**src/rtl/uart_rx_pkg.sv**
```systemverilog
// rtl/uart_rx_pkg.sv - shared types, widths and encodings for the UART receive frame controller
//
// Purpose: frame-state encoding, counter width helpers and parity-type codes
//          shared by the interface, the edge/bit counter and the top module.
// Ports:   none (package).

package uart_rx_pkg;

  localparam int DEF_PRESCALE   = 8;
  localparam int DEF_DATA_WIDTH = 8;

  // Counter widths for the default build; parameterised instances derive
  // their own widths through the helper functions below.
  localparam int EDGE_CNT_W = $clog2(DEF_PRESCALE);
  localparam int BIT_CNT_W  = $clog2(DEF_DATA_WIDTH + 1);

  localparam logic PARITY_EVEN = 1'b0;
  localparam logic PARITY_ODD  = 1'b1;

  typedef enum logic [2:0] {
    ST_IDLE   = 3'd0,
    ST_START  = 3'd1,
    ST_DATA   = 3'd2,
    ST_PARITY = 3'd3,
    ST_STOP   = 3'd4
  } rx_state_e;

  function automatic int edge_cnt_w(input int prescale);
    return $clog2(prescale);
  endfunction

  function automatic int bit_cnt_w(input int data_width);
    return $clog2(data_width + 1);
  endfunction

endpackage

```
**src/rtl/uart_rx_frame_ctrl_if.sv**
```systemverilog
// rtl/uart_rx_frame_ctrl_if.sv - sampler, configuration and result signals of the UART receiver
//
// Purpose: bundles everything between the frame controller and its
//          surroundings except clk/rst.
// Ports (slave = controller side):
//   in : start_bit_detector_i, sampled_bit_i, parity_en_i, parity_type_i
//   out: sampler_enable_o, sample_one_bit_o, sample_three_bit_o, rx_data_o,
//        rx_valid_o, parity_error_o, stop_error_o, busy_o

interface uart_rx_frame_ctrl_if
  import uart_rx_pkg::*;
#(
  parameter int DATA_WIDTH = DEF_DATA_WIDTH
);

  logic                  start_bit_detector_i;
  logic                  sampled_bit_i;
  logic                  parity_en_i;
  logic                  parity_type_i;
  logic                  sampler_enable_o;
  logic                  sample_one_bit_o;
  logic                  sample_three_bit_o;
  logic [DATA_WIDTH-1:0] rx_data_o;
  logic                  rx_valid_o;
  logic                  parity_error_o;
  logic                  stop_error_o;
  logic                  busy_o;

  modport slave (
    input  start_bit_detector_i, sampled_bit_i, parity_en_i, parity_type_i,
    output sampler_enable_o, sample_one_bit_o, sample_three_bit_o, rx_data_o,
           rx_valid_o, parity_error_o, stop_error_o, busy_o
  );

  modport master (
    output start_bit_detector_i, sampled_bit_i, parity_en_i, parity_type_i,
    input  sampler_enable_o, sample_one_bit_o, sample_three_bit_o, rx_data_o,
           rx_valid_o, parity_error_o, stop_error_o, busy_o
  );

endinterface

```
**src/rtl/uart_rx_edge_bit_counter.sv**
```systemverilog
// rtl/uart_rx_edge_bit_counter.sv - oversampling edge counter, data bit counter and bit-centre strobe
//
// Purpose: times each serial bit in clk cycles and counts received data bits.
// Ports:
//   clk, rst      : clock, synchronous active-high reset
//   load_i        : frame start; edge_cnt <= 1, bit_cnt <= 0
//   active_i      : controller is inside a frame (state != IDLE)
//   data_state_i  : controller is in the DATA state
//   wrap_o        : last cycle of the current bit period
//   strobe_o      : bit-centre cycle
//   last_bit_o    : current data bit is the final one

module uart_rx_edge_bit_counter
  import uart_rx_pkg::*;
#(
  parameter int PRESCALE   = DEF_PRESCALE,
  parameter int DATA_WIDTH = DEF_DATA_WIDTH
) (
  input  logic clk,
  input  logic rst,
  input  logic load_i,
  input  logic active_i,
  input  logic data_state_i,
  output logic wrap_o,
  output logic strobe_o,
  output logic last_bit_o
);

  localparam int EW = edge_cnt_w(PRESCALE);
  localparam int BW = bit_cnt_w(DATA_WIDTH);

  localparam logic [EW-1:0] EDGE_MAX = EW'(PRESCALE - 1);
  localparam logic [EW-1:0] EDGE_MID = EW'(PRESCALE / 2);
  localparam logic [BW-1:0] BIT_LAST = BW'(DATA_WIDTH - 1);

  logic [EW-1:0] edge_cnt_q, edge_cnt_d;
  logic [BW-1:0] bit_cnt_q, bit_cnt_d;

  assign wrap_o     = active_i && (edge_cnt_q == EDGE_MAX);
  assign strobe_o   = active_i && (edge_cnt_q == EDGE_MID);
  assign last_bit_o = (bit_cnt_q == BIT_LAST);

  // The detect cycle itself is edge 0 of the start bit, so the first
  // in-frame cycle already counts as edge 1.
  always_comb begin
    edge_cnt_d = '0;
    bit_cnt_d  = '0;
    if (load_i) begin
      edge_cnt_d = EW'(1);
    end else if (active_i) begin
      edge_cnt_d = wrap_o ? '0 : edge_cnt_q + EW'(1);
      bit_cnt_d  = bit_cnt_q + BW'(data_state_i && wrap_o);
    end
  end

  always_ff @(posedge clk) begin
    if (rst) begin
      edge_cnt_q <= '0;
      bit_cnt_q  <= '0;
    end else begin
      edge_cnt_q <= edge_cnt_d;
      bit_cnt_q  <= bit_cnt_d;
    end
  end

endmodule

```
**src/rtl/uart_rx_frame_ctrl.sv**
```systemverilog
// rtl/uart_rx_frame_ctrl.sv - UART receive frame controller and deserializer
//
// Purpose: detects a start bit, strobes the sampler at each bit centre,
//          shifts data in LSB first, checks parity and stop bit, and emits a
//          one-cycle valid or error pulse per frame.
// Ports:
//   clk, rst : oversampling clock (PRESCALE cycles per bit), sync active-high reset
//   bus      : uart_rx_frame_ctrl_if.slave (sampler handshake, config, results)

module uart_rx_frame_ctrl
  import uart_rx_pkg::*;
#(
  parameter int PRESCALE   = DEF_PRESCALE,
  parameter int DATA_WIDTH = DEF_DATA_WIDTH
) (
  input  logic                   clk,
  input  logic                   rst,
  uart_rx_frame_ctrl_if.slave    bus
);

  rx_state_e             state_q, state_d;
  logic                  sampler_enable_q;
  logic [DATA_WIDTH-1:0] data_q;
  logic                  par_en_q, par_type_q, par_err_q;
  logic                  rx_valid_q, parity_error_q, stop_error_q;
  logic                  start_go, wrap, strobe, last_bit, par_exp;

  // No frame may start until the sampler has been running for a cycle.
  assign start_go = (state_q == ST_IDLE) && bus.start_bit_detector_i && sampler_enable_q;

  uart_rx_edge_bit_counter #(
    .PRESCALE   (PRESCALE),
    .DATA_WIDTH (DATA_WIDTH)
  ) u_cnt (
    .clk          (clk),
    .rst          (rst),
    .load_i       (start_go),
    .active_i     (state_q != ST_IDLE),
    .data_state_i (state_q == ST_DATA),
    .wrap_o       (wrap),
    .strobe_o     (strobe),
    .last_bit_o   (last_bit)
  );

  always_comb begin
    par_exp = ^data_q;
    case (par_type_q)
      PARITY_EVEN: par_exp = ^data_q;
      PARITY_ODD:  par_exp = ~^data_q;
    endcase
  end

  always_comb begin
    state_d = state_q;
    case (state_q)
      ST_IDLE:   if (start_go) state_d = ST_START;
      ST_START: begin
        if (strobe && bus.sampled_bit_i) state_d = ST_IDLE;  // start glitch
        else if (wrap)                   state_d = ST_DATA;
      end
      ST_DATA:   if (wrap && last_bit) state_d = par_en_q ? ST_PARITY : ST_STOP;
      ST_PARITY: if (wrap) state_d = ST_STOP;
      // Leave at the stop-bit centre so a back-to-back start bit is not missed.
      ST_STOP:   if (strobe) state_d = ST_IDLE;
      default:   state_d = ST_IDLE;
    endcase
  end

  always_ff @(posedge clk) begin
    if (rst) begin
      state_q          <= ST_IDLE;
      sampler_enable_q <= 1'b0;
      data_q           <= '0;
      par_en_q         <= 1'b0;
      par_type_q       <= 1'b0;
      par_err_q        <= 1'b0;
      rx_valid_q       <= 1'b0;
      parity_error_q   <= 1'b0;
      stop_error_q     <= 1'b0;
    end else begin
      state_q          <= state_d;
      sampler_enable_q <= 1'b1;
      rx_valid_q       <= 1'b0;
      parity_error_q   <= 1'b0;
      stop_error_q     <= 1'b0;
      if (start_go) begin
        par_en_q   <= bus.parity_en_i;
        par_type_q <= bus.parity_type_i;
        par_err_q  <= 1'b0;
      end
      if (strobe) begin
        case (state_q)
          ST_DATA:   data_q <= {bus.sampled_bit_i, data_q[DATA_WIDTH-1:1]};
          ST_PARITY: if (bus.sampled_bit_i != par_exp) par_err_q <= 1'b1;
          ST_STOP: begin
            // A bad stop bit outranks a parity mismatch.
            stop_error_q   <= ~bus.sampled_bit_i;
            parity_error_q <= bus.sampled_bit_i & par_err_q;
            rx_valid_q     <= bus.sampled_bit_i & ~par_err_q;
          end
          default: ;
        endcase
      end
    end
  end

  assign bus.sampler_enable_o   = sampler_enable_q;
  assign bus.sample_one_bit_o   = 1'b0;
  assign bus.sample_three_bit_o = strobe;
  assign bus.rx_data_o          = data_q;
  assign bus.rx_valid_o         = rx_valid_q;
  assign bus.parity_error_o     = parity_error_q;
  assign bus.stop_error_o       = stop_error_q;
  assign bus.busy_o             = (state_q != ST_IDLE);

endmodule

```
**src/flat_wrapper.sv**
```systemverilog
// flat-port wrapper written by rule: the top's interface ports become plain ports
module uart_rx_frame_ctrl_flat import uart_rx_pkg::*;
#(
  parameter int PRESCALE   = DEF_PRESCALE,
  parameter int DATA_WIDTH = DEF_DATA_WIDTH
)
  (clk, rst, bus_start_bit_detector_i, bus_sampled_bit_i, bus_parity_en_i, bus_parity_type_i, bus_sampler_enable_o, bus_sample_one_bit_o, bus_sample_three_bit_o, bus_rx_data_o, bus_rx_valid_o, bus_parity_error_o, bus_stop_error_o, bus_busy_o);
  uart_rx_frame_ctrl_if #(.DATA_WIDTH(DATA_WIDTH)) bus_i ();
  input  logic clk;
  input  logic rst;
  input wire logic [$bits(bus_i.start_bit_detector_i)-1:0] bus_start_bit_detector_i;
  input wire logic [$bits(bus_i.sampled_bit_i)-1:0] bus_sampled_bit_i;
  input wire logic [$bits(bus_i.parity_en_i)-1:0] bus_parity_en_i;
  input wire logic [$bits(bus_i.parity_type_i)-1:0] bus_parity_type_i;
  output wire logic [$bits(bus_i.sampler_enable_o)-1:0] bus_sampler_enable_o;
  output wire logic [$bits(bus_i.sample_one_bit_o)-1:0] bus_sample_one_bit_o;
  output wire logic [$bits(bus_i.sample_three_bit_o)-1:0] bus_sample_three_bit_o;
  output wire logic [$bits(bus_i.rx_data_o)-1:0] bus_rx_data_o;
  output wire logic [$bits(bus_i.rx_valid_o)-1:0] bus_rx_valid_o;
  output wire logic [$bits(bus_i.parity_error_o)-1:0] bus_parity_error_o;
  output wire logic [$bits(bus_i.stop_error_o)-1:0] bus_stop_error_o;
  output wire logic [$bits(bus_i.busy_o)-1:0] bus_busy_o;
  assign bus_i.start_bit_detector_i = bus_start_bit_detector_i;
  assign bus_i.sampled_bit_i = bus_sampled_bit_i;
  assign bus_i.parity_en_i = bus_parity_en_i;
  assign bus_i.parity_type_i = bus_parity_type_i;
  assign bus_sampler_enable_o = bus_i.sampler_enable_o;
  assign bus_sample_one_bit_o = bus_i.sample_one_bit_o;
  assign bus_sample_three_bit_o = bus_i.sample_three_bit_o;
  assign bus_rx_data_o = bus_i.rx_data_o;
  assign bus_rx_valid_o = bus_i.rx_valid_o;
  assign bus_parity_error_o = bus_i.parity_error_o;
  assign bus_stop_error_o = bus_i.stop_error_o;
  assign bus_busy_o = bus_i.busy_o;
  uart_rx_frame_ctrl #(.PRESCALE(PRESCALE), .DATA_WIDTH(DATA_WIDTH)) u_core (.clk(clk), .rst(rst), .bus(bus_i));
endmodule
```
**config.mk**
```make
export PLATFORM = sky130hd
export DESIGN_NAME = uart_rx_frame_ctrl_flat
export DESIGN_NICKNAME = d
export VERILOG_FILES = /design/src/rtl/uart_rx_pkg.sv /design/src/rtl/uart_rx_frame_ctrl_if.sv /design/src/rtl/uart_rx_edge_bit_counter.sv /design/src/rtl/uart_rx_frame_ctrl.sv /design/src/flat_wrapper.sv
export SDC_FILE = /design/constraint.sdc
export NUM_CORES = 1
export LEC_CHECK = 0
export ABC_AREA = 1
export BUFFER_PORTS_ARGS = -buffer_cell sky130_fd_sc_hd__buf_2
export CAP_MARGIN = 25
export CORE_ASPECT_RATIO = 1.4
export CORE_MARGIN = 2
export CORE_UTILIZATION = 40
export DETAILED_ROUTE_END_ITERATION = 16
export SLEW_MARGIN = 20
export SYNTH_ARGS = -nofsm -noshare
export SYNTH_HDL_FRONTEND = slang
export SYNTH_HIERARCHICAL = 1
export SYNTH_SLANG_ARGS = --single-unit
```
**constraint.sdc**
```tcl
create_clock -name clk -period 2 [get_ports clk]
set_input_delay 0.4 -clock clk [delete_from_list [all_inputs] [get_ports clk]]
set_output_delay 0.4 -clock clk [all_outputs]
set_load 0.02 [all_outputs]
```
==> Word level (Yosys, flattened, before mapping) <==
Cells that the tools add are included.
{ "totals": {"inputBits": 6, "ff_bits": 25, "out_inout_bits": 15} }
{ "classes": {"add_sub_neg": 2, "eq_ne": 13, "mux": 17, "n_reduce_logical": 16, "n_bitwise": 8} }
{ "op_table": {"columns": ["cell", "count"], "rows": [
  ["$mux 3", 7],
  ["$pmux 3 s5", 1],
  ["$eq 3x3->1 const B", 3],
  ["$mux 1", 8],
  ["$reduce_xnor 8->1", 1],
  ["$reduce_xor 8->1", 1],
  ["$logic_and 1x1->1", 7],
  ["$eq 3x2->1 const B", 2],
  ["$ne 2x1->1 const B", 3],
  ["$not 1->1", 6],
  ["$reduce_or 3->1", 2],
  ["$reduce_and 5->1", 1],
  ["$add 4x1->4", 1],
  ["$eq 4x3->1 const B", 1],
  ["$reduce_or 4->1", 1],
  ["$add 3x1->3 const B", 1],
  ["$eq 3x1->1 const B", 1],
  ["$logic_not 3->1", 1],
  ["$ne 3x2->1 const B", 1],
  ["$reduce_bool 3->1", 1],
  ["$and 1x1->1", 2],
  ["$ne 2x2->1 const B", 1],
  ["$pmux 1 s2", 1],
  ["$reduce_and 2->1", 1],
  ["$ne 1x1->1", 1]
]} }

==> Longest topological paths before layout <==
Gate-level depths: netlist of the first run.
{ "logic_depth": {"ltp_word": 7, "ltp_mapped": 11, "ltp_nobuf": 11} }

==> By module <==
The synthesis of the first run kept the hierarchy.
{ "modules_own_cells": {"columns": ["module", "area_each_um2", "cells_per_inst", "n_inst"], "rows": [
  ["uart_rx_frame_ctrl", 949.7, 135, 1],
  ["uart_rx_edge_bit_counter", 345.3, 44, 1]
]} }

==> Least setup slack after synthesis of the first run <==
Ideal clock, no wire load.
{ "synth_path": {"path_type": "register to register", "from": "register u_core.state_q[2]", "to": "register u_core.state_q[1]", "required_ns": 1.885, "setup_slack_ns": 0.444, "setup_time_ns": 0.115, "arrival_time_ns": 1.441, "path_stages_with_launch": 11, "n_path_buf": 0, "path_cell_list": "dfxtp_1 inv_1 nand3_4 and3_2 inv_1 nand2_1 o21ai_2 inv_2 nand2_1 o21ai_1 nor2_1"} }
{ "synth_between": {"elab_chain_len": 5} }
{ "synth_rtl": {"columns": ["item", "line", "source"], "rows": [
  ["from (decl)", "uart_rx_frame_ctrl.sv:21", "rx_state_e state_q, state_d;"],
  ["from (signal assigned)", "uart_rx_frame_ctrl.sv:81", "state_q <= state_d;"],
  ["$reduce_bool 3->1 *", null, null],
  ["via bus_busy_o", "flat_wrapper.sv:22", "output wire logic [$bits(bus_i.busy_o)-1:0] bus_busy_o;"],
  ["$logic_and 1x1->1 *", "uart_rx_edge_bit_counter.sv:40", "assign strobe_o = active_i && (edge_cnt_q == EDGE_MID);"],
  ["via bus_sample_three_bit_o", "flat_wrapper.sv:17", "output wire logic [$bits(bus_i.sample_three_bit_o)-1:0] bus_sample_three_bit_o;"],
  ["$logic_and 1x1->1", "uart_rx_frame_ctrl.sv:58", "if (strobe && bus.sampled_bit_i) state_d = ST_IDLE;"],
  ["$ne 3x2->1 (no source line) / $mux 3 (equally long branches)", null, null],
  ["$reduce_and 5->1 (no source line) / $pmux 3 s5 (equally long branches)", null, null]
]} }
The timed path passes the listed nets; every way through them passes the cells marked *.
A chain may end at the register's enable or synchronous reset.

==> Worst setup path in the final report of the first run <==
{ "layout_path": {"from": "register u_core.state_q[0]", "to": "output bus_sample_three_bit_o"} }
{ "layout_between": {"elab_chain_len": 2} }
{ "layout_rtl": {"columns": ["item", "line", "source"], "rows": [
  ["$reduce_bool 3->1", "uart_rx_frame_ctrl.sv:38", ".active_i (state_q != ST_IDLE),"],
  ["$logic_and 1x1->1", "uart_rx_edge_bit_counter.sv:40", null],
  ["to (decl)", "flat_wrapper.sv:17", null]
]} }
No other way between the ends.

==> results of run 1 <==
-- routing by layer --
layer | part of all wire | track usage
met5 | 0 | 0
met2 | 0.56 | 0.300
met4 | 0.017 | 0.0702
met3 | 0.029 | 0.0292
met1 | 0.39 | 0.164
-- where the power goes --
part	switching, uW	leakage [uW]	internal (uW)
combinational	270	0.000491	134
clock	162	0.0000255	139
sequential	35.0	0.000203	539
total	467	0.000719	813
-- synthesized netlist by cell type (all sizes together) --
cell type and instances:
nand2 37, inv 31, nor2 27, dfxtp 25, o21ai 13, a21oi 11, nand3 11, ha 5
nor3 5, xnor2 5, buf 3, xor2 2, and3 1, conb 1, nand4 1, nor3b 1
-- cell families after synthesis --
logic type	share of synthesized area
buffers and inverters	0.110
other	0.00290
AND/OR/NAND/NOR	0.306
flip-flops	0.386
AO/OA/AOI/OAI	0.0985
adder cells (fa/ha/maj)	0.0483
XOR/XNOR	0.0473
-- state kept, by name (all words and copies together), names as in the netlist --
| signal | count |
|---|---|
| u_core/bus.rx_data_o | 8 |
| u_core/u_cnt/bit_cnt_q | 4 |
| u_core/state_q | 3 |
| u_core/u_cnt/edge_cnt_q | 3 |
| u_core/bus.parity_error_o | 1 |
| u_core/bus.rx_valid_o | 1 |
| u_core/bus.sampler_enable_o | 1 |
| u_core/bus.stop_error_o | 1 |
| u_core/par_en_q | 1 |
| u_core/par_err_q | 1 |
| u_core/par_type_q | 1 |
-- stage by stage --
stage	worst slack [ns]	instance area (sq um)	std cells	total power, uW
6_report	0.262	1460	238	1280
4_1_cts	0.254	1460	238	1290
3_5_place_dp	0.350	1410	234	993
3_3_place_gp	0.408	1410	234	980
5_1_grt	0.158	1460	238	1380
2_1_floorplan	0.444	1290	179	908
-- cell type report --
type | count | area [sq um] | share of cell area
timing repair buffer | 19 | 95.1 | 0.0652
multi-input combinational | 120 | 652 | 0.447
tap | 39 | 48.8 | 0.0334
sequential | 25 | 500 | 0.343
clock inverter | 1 | 5.00 | 0.00343
clock buffer | 3 | 41.3 | 0.0283
inverter | 31 | 116 | 0.0798
-- worst paths after layout --
path | slack, ns | from | cells past startpoint | to
worst min register to register | 0.45 | u_core/par_err_q | 1 | u_core/bus.rx_valid_o
worst max-delay path | 0.26 | u_core/state_q[0] | 4 | bus_sample_three_bit_o
worst min-delay path | 0.35 | rst | 2 | u_core/par_err_q
worst max register to register | 0.34 | u_core/state_q[0] | 8 | u_core/bus.rx_data_o[7]
==> results.yml, run 1 <==
outcome:
  status: "finished, final reports clean"
global_routing:
  grt_max_degree: 15
  grt_pass1_wl_um: 4460
  grt_pass1_vias: 1072
  grt-ovfl-total: 0
  grt_usage: 0.159
  antenna_found_initial: 0
critical_path:
  cp-start-kind: "flop"
  cp.required_ns: 1.60
  end_kind: "output port"
  crit_chain: "inv_2 -> nand3_4 -> and3_2 -> buf_2"
  cp_slowest_cell: "dfxtp_1"
  worstSetupPathType: "flop to output port"
  cpLargestDelayFamily: "flip-flops"
  worstPathArrival_ns: 1.34
  max_stage_delay_ns: 0.40
  crit_buf_inv: 2
  worstPathMaxFanout: 9
timing:
  fmax_mhz: 575
  skew_ns: 0.00771
  post-route-period-util: 0.869
  final-hold-violation-count: 0
  min_period_ns: 1.74
  slew_violations: 0
  setup-tns-final_ns: 0
  setup_viol: 0
  rsz0062_at_grt: "false"
  fin_hold_ws_ns: 0.353
drt:
  ant_nets: 0
  routed_wl_um: 2590
  dr.pass1.iters: 4
  vias_per_cell: 4.78
  drc_errors: 0
  drt_iter0_drc: 14
  vias: 1137
  post_drt_wl_per_cell_um: 10.9
floorplan:
  die_y_um: 71.3
  die_x_um: 52.1
  start_util: 0.419
  coreArea_sq_mm: 0.00309
  ios: 21
  rows: 24
  die_area_sq_mm: 0.00372
yosys:
  syn_nets: 190
  syn_area_per_cell_sq_um: 7.23
  yosysWarningCount: 6
  synth_area_sq_mm: 0.00129
  netlist-cell-type-count: 26
  synthTopCellsByArea: "dfxtp_1 39%, nand2_1 10%, inv_1 8.1%"
  synth_top_area_cell: "dfxtp_1"
  yosysSeqAreaShare: 0.386
  synthCells: 179
  synth_seq_cells: 25
  synth_top_cell_area_share: 0.386
worst_hold_path:
  holdCritPathClass: "primary input to flop"
clocking:
  post_cts_buffers: 0
  cts_hold_buf: 0
  numCtsBuffers: 3
  worst_skew_pair.late_latency_ns: 0.27
  clock-sinks: 25
  cts_buffer_depth: 2
  cts_root_buf: "clkbuf_8"
  cts_resized: 0
  clk_pin_slew_ns: 0.08
  htreeDepth: 1
  cts_tree: "yes"
final_layout:
  final_common_cell: "nand2_1"
  most-common-layout-cells: "35 x nand2_1, 28 x inv_1, 25 x dfxtp_1"
  antenna_cells: 0
  drive_above_1_share: 0.186
  utilization: 0.472
  num-fill-cells: 317
  synthToLayoutAreaGrowth_pct: 12.7
  fin_nets: 211
power_and_ir_drop:
  power.leakage_uw: 0.000719
  ir_worst_vdd_mv: 0.487
  power_density_mw_per_mm2: 877
place:
  numPortBuffers: 19
  gp_congestion: 0.803
  dp_hpwl_um: 2090
flow_run:
  drv_cap: 0
(Power assumes the default switching activity.)
==> run 2: changes to the inputs <==
--- a/config.mk
+++ b/config.mk
@@ -6,5 +6,5 @@
 export NUM_CORES = 1
 export LEC_CHECK = 0
-export ABC_AREA = 1
+export ABC_AREA = 0
 export BUFFER_PORTS_ARGS = -buffer_cell sky130_fd_sc_hd__buf_2
 export CAP_MARGIN = 25
@@ -13,5 +13,5 @@
 export CORE_UTILIZATION = 40
 export DETAILED_ROUTE_END_ITERATION = 16
-export SLEW_MARGIN = 20
+export SLEW_MARGIN = 10
 export SYNTH_ARGS = -nofsm -noshare
 export SYNTH_HDL_FRONTEND = slang
==> constraint.sdc (replaced) <==
create_clock -name clk -period 2 [get_ports clk]
set_input_delay 0.2 -clock clk [delete_from_list [all_inputs] [get_ports clk]]
set_output_delay 0.2 -clock clk [all_outputs]
set_load 0.02 [all_outputs]
==> results.yml, run 2 <==
yosys:
  synthCells: 123
  ys_async_sr_fraction: 0
  yosysWarningCount: 6
  synthTopCellsByCount: "25 x dfxtp_1, 17 x nor2_1, 11 x mux2i_1"
  synth.most_common_cell: "dfxtp_1"
  syn_area_per_cell_sq_um: 9.90
  synth_area_sq_mm: 0.00122
  netlist-cell-type-count: 43
  synth_seq_cells: 25
  yosysSeqAreaShare: 0.411
  synth_edf_count: 0
  ys.flop_type: "dfxtp_1"
  synth_top_cell_area_share: 0.411
  synthTopCellsByArea: "dfxtp_1 41%, mux2i_1 9.0%, nor2_1 5.2%"
  syn_nets: 134
  synth_top_area_cell: "dfxtp_1"
timing:
  rsz0062_at_grt: "false"
  final-hold-violation-count: 0
  post-route-period-util: 0.888
  fmax_mhz: 563
  slew_violations: 0
  setup-tns-final_ns: 0
  skew_ns: 0.00346
  min_period_ns: 1.78
  setup_viol: 0
drt:
  ant_nets: 0
  vias_per_cell: 5.05
  vias: 909
  drc_errors: 0
  routed_wl_um: 2170
  post_drt_wl_per_cell_um: 12.1
  drt_iter0_drc: 8
  dr.pass1.iters: 4
floorplan:
  die_x_um: 50.6
  start_util: 0.423
  die_y_um: 69.3
  ios: 21
  die_area_sq_mm: 0.00351
  rows: 23
  coreArea_sq_mm: 0.00288
clocking:
  cts_resized: 0
  cts_tree: "yes"
  htreeDepth: 1
  cts_buffer_depth: 2
  cts_root_buf: "clkbuf_8"
  worst_skew_pair.late_latency_ns: 0.26
  clock-sinks: 25
  post_cts_buffers: 0
  clk_pin_slew_ns: 0.08
  numCtsBuffers: 3
  cts_hold_buf: 0
worst_hold_path:
  worst_hold_path.endpoint: "u_core/par_type_q"
  holdCritPathClass: "primary input to flop"
  min_path_cells: 3
  hold_start: "bus_parity_type_i"
critical_path:
  cp-start-kind: "flop"
  worstReg2RegStart: "u_core/state_q[1]"
  crit_buf_inv: 2
  cp_slowest_cell: "dfxtp_1"
  crit_chain: "nor3_2 -> inv_1 -> buf_4 -> nor2_4 -> and4bb_2 -> mux2_2"
  max_stage_delay_ns: 0.42
  worstPathMaxFanout: 11
  worstSetupPathType: "flop to flop"
  timing.rr.end: "u_core/u_cnt/bit_cnt_q[3]"
  rr_worst_depth: 6
  cpLargestDelayFamily: "simple AND/OR/NAND/NOR gates"
  reg2reg_slack_ns: 0.22
  end_kind: "flop"
  cp.required_ns: 2.16
  worstPathArrival_ns: 1.94
power_and_ir_drop:
  fin_total_pwr_uw: 887
  ir_worst_vdd_mv: 0.480
  power.leakage_uw: 0.000599
  power_density_mw_per_mm2: 641
final_layout:
  final_common_cell: "dfxtp_1"
  synthToLayoutAreaGrowth_pct: 13.7
  antenna_cells: 0
  drive_above_1_share: 0.259
  most-common-layout-cells: "25 x dfxtp_1, 19 x buf_2, 17 x nor2_1"
  largest_register_ffs: 8
  fin_nets: 155
outcome:
  status: "finished, final reports clean"
flow_run:
  drv_cap: 0
global_routing:
  grt-ovfl-total: 0
  antenna_found_initial: 0
  grt_pass1_vias: 917
  grt_max_degree: 22
  grt_usage: 0.143
  grt_pass1_wl_um: 4020
place:
  gp_congestion: 0.715
  dp_hpwl_um: 1640
  numPortBuffers: 19
## run 2: changes by cell type after synthesis, moves of 7 or more
cell,before,now
nand2_1,35,3
inv_1,28,7
mux2i_1,0,11
a21oi_1,11,2
o21ai_0,10,1
nand3_1,9,2
nor2_1,24,17
## run 2: cells by family after synthesis
| group | share of synthesized area |
|---|---|
| other cells | 0.00308 |
| xor+xnor | 0.0761 |
| flops | 0.411 |
| simple gates | 0.236 |
| buf+inv | 0.0576 |
| compound gates | 0.0648 |
| fa+ha+maj | 0.0514 |
| mux | 0.0997 |
## run 2: worst min-delay path: cells and delay by family
family | cells | cell delay, ns
buf+inv | 1 | 0.08
simple gates | 1 | 0.07
mux | 1 | 0.05
## run 2: area by class of cell
type / count / area (sq um)
fillers: 297 / 1490
well taps: 37 / 46.3
multi-input cells: 85 / 647
flip-flops and latches: 25 / 500
clock inverters: 1 / 5.00
clock buffers: 3 / 41.3
repair buffers: 22 / 118
inverters: 7 / 26.3
## run 2: report_power, final
part           leakage (uW)  switching [uW]  internal, uW
Combinational      0.000371            48.4          37.5
Sequential         0.000202            8.25           506
Clock             0.0000255             148           139
Total              0.000599             205           682
## run 2: worst max path at each step
| stage | startpoint | cells after the start | to | slack [ns] |
|---|---|---|---|---|
| global route | u_core/state_q[1] | 6 | u_core/u_cnt/bit_cnt_q[3] | 0.05 |
| floorplan | u_core/state_q[1] | 8 | u_core/state_q[0] | 0.16 |
| global placement | u_core/state_q[1] | 6 | u_core/u_cnt/bit_cnt_q[3] | 0.24 |
| detailed placement | u_core/state_q[1] | 6 | u_core/u_cnt/bit_cnt_q[3] | 0.22 |
| finish | u_core/state_q[1] | 6 | u_core/u_cnt/bit_cnt_q[3] | 0.22 |
| CTS | u_core/state_q[1] | 6 | u_core/u_cnt/bit_cnt_q[3] | 0.22 |
## run 2: stage by stage
step | instance area [sq um] | utilization | hold slack [ns] | worst slack [ns] | std cells
2_1_floorplan | 1220 | - | 0.269 | 0.162 | 123
3_3_place_gp | 1340 | 0.465 | 0.404 | 0.242 | 176
3_5_place_dp | 1340 | 0.465 | 0.401 | 0.221 | 176
4_1_cts | 1380 | 0.481 | 0.164 | 0.217 | 180
5_1_grt | 1380 | 0.481 | 0.171 | 0.0523 | 180
6_report | 1380 | 0.481 | 0.168 | 0.223 | 180
## run 2: layer usage
layer / vias to the layer above / track usage / wire length (um)
li1: 460 / - / -
met1: 434 / 0.177 / 939
met2: 13 / 0.251 / 1160
met3: 2 / 0.0194 / 54
met4: 0 / 0.0450 / 18
met5: - / 0 / 0
